--- src/rtl/fsm_pkg.sv ---
// Shared constants for the enable debounce stage and the enable-driven counter FSM.
package fsm_pkg;

    localparam logic [1:0] STABLE_LO = 2'b00;
    localparam logic [1:0] PEND_HI   = 2'b01;
    localparam logic [1:0] STABLE_HI = 2'b10;
    localparam logic [1:0] PEND_LO   = 2'b11;

    localparam int DEFAULT_DEBOUNCE_CYCLES = 16;

endpackage

--- src/rtl/sync2.sv ---
// Two-flop metastability synchronizer with synchronous active-high reset.
module sync2 (
    input  logic clk,
    input  logic reset,
    input  logic d,
    output logic q
);

    logic meta;

    always_ff @(posedge clk) begin
        if (reset) begin
            meta <= 1'b0;
            q    <= 1'b0;
        end else begin
            meta <= d;
            q    <= meta;
        end
    end

endmodule

--- src/rtl/enable_debounce.sv ---
// Debounces a raw button into a clean enable level E plus one-cycle rise/fall strobes.
// Define ENABLE_DEBOUNCE_SYNC_EN to put a two-flop synchronizer ahead of the input register.
module enable_debounce
    import fsm_pkg::*;
#(
    parameter int DEBOUNCE_CYCLES = DEFAULT_DEBOUNCE_CYCLES
) (
    input  logic clk,
    input  logic reset,
    input  logic btn,
    output logic E,
    output logic rise,
    output logic fall
);

    localparam int              CW     = $clog2(DEBOUNCE_CYCLES + 1);
    localparam logic [CW-1:0]   LAST   = CW'(DEBOUNCE_CYCLES - 1);
    localparam logic [CW-1:0]   ONE    = CW'(1);
    localparam bit              NO_PEND = (DEBOUNCE_CYCLES == 1);

    logic          btn_sync;
    logic          s;
    logic [1:0]    state, state_n;
    logic [CW-1:0] count, count_n;
    logic          e_n, rise_n, fall_n;

`ifdef ENABLE_DEBOUNCE_SYNC_EN
    sync2 u_sync (
        .clk   (clk),
        .reset (reset),
        .d     (btn),
        .q     (btn_sync)
    );
`else
    assign btn_sync = btn;
`endif

    always_ff @(posedge clk) begin
        if (reset) s <= 1'b0;
        else       s <= btn_sync;
    end

    // count defaults to zero so any cycle with s == E clears it
    always_comb begin
        state_n = state;
        count_n = '0;
        e_n     = E;
        rise_n  = 1'b0;
        fall_n  = 1'b0;
        case (state)
            STABLE_LO: begin
                if (s) begin
                    if (NO_PEND) begin
                        state_n = STABLE_HI;
                        e_n     = 1'b1;
                        rise_n  = 1'b1;
                    end else begin
                        state_n = PEND_HI;
                        count_n = ONE;
                    end
                end
            end
            PEND_HI: begin
                if (!s) begin
                    state_n = STABLE_LO;
                end else if (count == LAST) begin
                    state_n = STABLE_HI;
                    e_n     = 1'b1;
                    rise_n  = 1'b1;
                end else begin
                    count_n = count + ONE;
                end
            end
            STABLE_HI: begin
                if (!s) begin
                    if (NO_PEND) begin
                        state_n = STABLE_LO;
                        e_n     = 1'b0;
                        fall_n  = 1'b1;
                    end else begin
                        state_n = PEND_LO;
                        count_n = ONE;
                    end
                end
            end
            PEND_LO: begin
                if (s) begin
                    state_n = STABLE_HI;
                end else if (count == LAST) begin
                    state_n = STABLE_LO;
                    e_n     = 1'b0;
                    fall_n  = 1'b1;
                end else begin
                    count_n = count + ONE;
                end
            end
            default: state_n = STABLE_LO;
        endcase
    end

    always_ff @(posedge clk) begin
        if (reset) begin
            state <= STABLE_LO;
            count <= '0;
            E     <= 1'b0;
            rise  <= 1'b0;
            fall  <= 1'b0;
        end else begin
            state <= state_n;
            count <= count_n;
            E     <= e_n;
            rise  <= rise_n;
            fall  <= fall_n;
        end
    end

endmodule

--- config.mk ---
export PLATFORM = sky130hd
export DESIGN_NAME = enable_debounce
export DESIGN_NICKNAME = d
export VERILOG_FILES = /design/src/rtl/fsm_pkg.sv /design/src/rtl/sync2.sv /design/src/rtl/enable_debounce.sv
export SDC_FILE = /design/constraint.sdc
export NUM_CORES = 1
export LEC_CHECK = 0
export CAP_MARGIN = 5
export CORE_AREA = 2 2 39 41
export CTS_CLUSTER_SIZE = 20
export DETAILED_ROUTE_END_ITERATION = 8
export DIE_AREA = 0 0 41 43
export GPL_TIMING_DRIVEN = 0
export HOLD_SLACK_MARGIN = 0.12
export PLACE_DENSITY_LB_ADDON = 0.1
export SLEW_MARGIN = 20
export SYNTH_ARGS = -nofsm -noshare
export SYNTH_HDL_FRONTEND = slang
export SYNTH_SLANG_ARGS = --single-unit
--- constraint.sdc ---
create_clock -name clk -period 1.15 [get_ports clk]
set_input_delay 0.23 -clock clk [delete_from_list [all_inputs] [get_ports clk]]
set_output_delay 0.23 -clock clk [all_outputs]
set_load 0.03 [all_outputs]
# == Yosys cells after proc, flatten, opt, wreduce, memory -nomap -nowiden ==
# Cells that the tools add are included.
# classes
n_reduce_logical,6
n_addsub,1
n_bitwise,3
n_mux,19
eq_ne,12
# op_table
operator,n
5-bit case mux with 4 select lines,1
5-bit two-way mux,3
2-bit two-way mux,6
2-bit != test (second input constant),6
2-bit case mux with 4 select lines,1
1-bit two-way mux,7
3-bit != test (second input constant),2
3-bit OR reduction,2
5-bit by 1-bit adder with 5-bit output (second input constant),1
5-bit by 4-bit equality test with 1-bit output (second input constant),1
5-bit AND reduction,1
2-bit equality test (second input constant),2
4-bit AND reduction,1
1-bit NOT,3
2-bit by 1-bit equality test with 1-bit output (second input constant),1
2-bit logical NOT,1
1-bit case mux with 2 select lines,1
2-bit nonzero test,1
# word_totals
output_inout_bits,3
word_cells,47
input_bits,3
ff_bits,11

# == Longest topological paths before layout ==
# Gate-level depths: netlist of the first run.
# depth
word_depth,4
ltp_mapped,5
mapped_depth_nobuf,4

# == Least setup slack after synthesis of the first run ==
# No wires, ideal clock.
# synth_timing
kind,flip-flop to flip-flop
start,register count[0]
end,register rise
synth_period_minus_slack_ps,1161
stages_incl_launch_ff,6
path_slack_ps,-11
setup_ps,73
t_arrival_ps,1088
required_time_ps,1077
path_cell_list,dfxtp_1 ha_1 and4b_1 buf_6 nand2_2 nor3b_2
# synth_via
elab_chain_cells,2
# synth_rtl
element,line,rtl
"start, declared",enable_debounce.sv:24,"logic [CW-1:0] count, count_n;"
"start signal, assigned",enable_debounce.sv:110,count <= count_n;
5-bit by 4-bit equality test with 1-bit output,enable_debounce.sv:66,end else if (count == LAST) begin
1-bit two-way mux,enable_debounce.sv:66,
"end signal, assigned",enable_debounce.sv:112,rise <= rise_n;
"end, declared",enable_debounce.sv:12,"output logic rise,"
# Every way passes these cells.
# A chain may end at the register's enable or synchronous reset.

# == Worst setup path in the final report of the first run ==
# layout_timing
start,register count[0]
end,register E
# layout_via
elab_chain_cells,3
# layout_rtl
element,line,rtl
5-bit by 4-bit equality test with 1-bit output (*),"enable_debounce.sv:66, enable_debounce.sv:89",
2-bit != test (no source line),-,
5-bit AND reduction (no source line) (*),-,
"end signal, assigned",enable_debounce.sv:111,E <= e_n;
"end, declared",enable_debounce.sv:11,"output logic E,"
# Mark *: on every way between the ends. The rest lies on a longest branch, timed or not.

==> results of run 1 <==
-- critical path, stage by stage (launching register included) --
cell,delay (ns)
dfxtp_2,0.35
ha_4,0.14
and4b_1,0.21
buf_6,0.14
nand3_2,0.08
a31oi_1,0.17
-- power breakdown --
part | internal [mW] | total [mW] | switching [mW]
Combinational | 0.0198 | 0.0399 | 0.0201
Sequential | 0.389 | 0.401 | 0.0112
Clock | 0.134 | 0.251 | 0.117
-- timing repair --
action                                  CTS  global route
buffers inserted                          2             1
endpoints found under the hold margin     0             0
gates cloned                              0             0
gates resized for setup                  14             1
pin swaps                                 3             1
endpoints found under the setup margin    7             5
-- synthesized netlist by cell type, drive strengths merged --
library cell / n / area, um2
a21oi: 3 / 15.01
inv: 2 / 7.510
xnor2: 1 / 8.760
nor3b: 2 / 25.02
and4b: 1 / 10.01
xor2: 2 / 25.03
nor2b: 2 / 12.51
nand3b: 1 / 11.26
dfxtp: 11 / 220.2
nor2: 2 / 7.510
a31oi: 1 / 6.260
nand4b: 1 / 8.760
nand2: 2 / 10.01
buf: 1 / 11.26
o21ai: 3 / 15.01
nor4: 1 / 12.51
nor3: 1 / 10.01
nand3: 4 / 25.02
nand2b: 1 / 6.260
ha: 1 / 12.51
-- placed cells by master (no fill, tap or decap), types with 2 or more instances in the layout --
| master | Yosys | layout |
|---|---|---|
| buf_4 | 0 | 3 |
| a21oi_1 | 3 | 3 |
| nor2_1 | 2 | 2 |
| nor2b_1 | 2 | 2 |
| inv_1 | 2 | 2 |
| nor3b_2 | 2 | 2 |
| o21ai_0 | 3 | 3 |
| dfxtp_1 | 11 | 9 |
| nand3_1 | 3 | 3 |
| clkdlybuf4s50_1 | 0 | 2 |
| dfxtp_2 | 0 | 2 |
| clkdlybuf4s15_2 | 0 | 2 |
| clkbuf_4 | 0 | 3 |
-- registers in the layout, indices dropped and copies added, names as in the netlist, named ones only --
name,count
E,1
count,5
fall,1
rise,1
s,1
state,1
-- stage by stage --
step                      std cells   TNS (ns)  total power, mW
final                            71   -0.02026           0.6913
after global routing             71    -0.2090           0.7278
after CTS                        70  -0.001704           0.7074
after detailed placement         64     -1.244           0.4483
after global placement           64     -1.049           0.4472
after floorplan                  43          0           0.4275
-- cells by family (layout without fill, tap and decap cells) --
group	count (synthesis)	after routing	share of synthesized area
AOI/OAI and AO/OA	7	7	0.07879
xor gates and xnor gates	3	3	0.07339
adders and majority gates	1	1	0.02717
buffers and inverters	3	15	0.04077
DFF	11	11	0.4783
and+or+nand+nor	18	18	0.3016
-- per-layer routing --
layer  vias up  wire length [um]
met4         0                13
met3         2                25
met5         -                 0
li1        172                 -
met2         4               487
met1       165               319
-- how the worst min path moves through the flow --
stage / startpoint / endpoint / slack (ns) / depth (start not counted)
5_1_grt: count[4] / count[4] / 0.48 / 2
3_3_place_gp: count[4] / count[4] / 0.43 / 2
4_1_cts: count[4] / count[4] / 0.45 / 2
3_5_place_dp: count[4] / count[4] / 0.44 / 2
6_report: count[4] / count[4] / 0.44 / 2
2_1_floorplan: reset / flop / 0.30 / 1
-- cell type report --
type	instances	area (um2)
fillers	139	787.0
multi-input cells	29	239.0
flip-flops and latches	11	222.7
repair buffers	8	70.07
clock buffers	4	26.28
well taps	16	20.02
plain buffers	1	11.26
inverters	2	7.507
==> flow_summary.json, run 1 <==
{
  "ys.warnings.count": 0,
  "antenna_found_initial": 0,
  "finalHoldViolCount": 0,
  "routed_wl_um": 845,
  "final_antenna_net_count": 0,
  "grt_use_total": 0.1242,
  "start_kind": "flop",
  "vdd_drop_max_v": 0.0006056,
  "synth_seq_cells": 11,
  "outcome": "finished, violations left",
  "drive_gt1_frac": 0.3818,
  "synth_area_um2": 460.4,
  "arrival_ns": 1.35,
  "die_width_um": 41,
  "endpoint_kind": "flop",
  "cts_buffers": 3,
  "crit_type": "flop to flop",
  "dr_total_vias": 343,
  "clock-root-buffer": "clkbuf_4",
  "drc": 0,
  "grt_pass1_wl_um": 1442,
  "place_area_um2": 533.0,
  "grt_util_met1": 0.1311,
  "slew_headroom": 0.7773,
  "drv_slew": 0,
  "tightest_slew_ns": 0.3336,
  "top_usage_layer": "met2",
  "area_growth_syn_to_layout_pct": 29.62,
  "rrSetupSlack_ns": -0.02,
  "nets": 60,
  "floorplan.die_area_um2": 1763,
  "hpwlAfterDp_um": 593.3,
  "violations": "negative setup slack",
  "cp-endpoint": "E",
  "wire_per_inst_um": 11.90,
  "cts_num_sinks": 11,
  "met2_usage": 0.1906,
  "fp.dieH_um": 43,
  "rows": 14,
  "path_clk_slew_ns": 0.07,
  "h-tree-depth": 1,
  "hold_buffers": 0,
  "grt_start_max_net_pins": 8,
  "start_util": 0.3327,
  "portBuffers": 5,
  "r2r_cells": 5,
  "hold-worst-slack_ns": 0.4417,
  "first_pass_iters": 3,
  "syn_inst": 43,
  "cap_violations": 0,
  "drt-initial-drc-count": 3,
  "syn_nets": 47,
  "grt-ovfl-total": 0,
  "clk_latency_ns": 0.26,
  "grt_use_met3": 0.03665,
  "pre_cts_ws_ns": -0.2055,
  "rr_startpoint": "count[0]",
  "rsz0062_at_grt": "true",
  "finalInstanceArea_um2": 596.8,
  "cp.required_ns": 1.33,
  "finClkSkew_ns": 0.001393,
  "num_io_pins": 6,
  "powerDensity_nw_per_um2": 1158,
  "hp-class": "flop to flop",
  "num_antenna_cells": 0,
  "p_leak_nw": 0.2185,
  "gp_congestion": 0.7303,
  "ys_seq_area_frac": 0.4783,
  "max_freq_mhz": 854.5,
  "grt_pass1_vias": 366,
  "syn_avg_cell_area_um2": 10.71,
  "min_period_over_period": 1.018,
  "r2r_end": "E",
  "crit_start": "count[0]",
  "setup_violations": 1,
  "period_needed_ns": 1.170,
  "via_per_inst": 4.831,
  "clockBufferDepth": 2,
  "coreArea_um2": 1384,
  "fin_ws_ns": -0.02026,
  "yosysUniqueCellTypes": 23,
  "cts_tree": "built",
  "path_max_fanout": 6,
  "final_util": 0.4313
}
Note: power is estimated with default switching activity, not from simulation.
==> run 2, diff against run 1 <==
--- a/config.mk
+++ b/config.mk
@@ -16,4 +16,5 @@
 export SLEW_MARGIN = 20
 export SYNTH_ARGS = -nofsm -noshare
 export SYNTH_HDL_FRONTEND = slang
+export SYNTH_HIERARCHICAL = 1
 export SYNTH_SLANG_ARGS = --single-unit
==> results of run 2 <==
Same layout as run 1: the final DEF is identical, and so are final timing and power.
Main changes from that run: Yosys warning count 0 -> 6
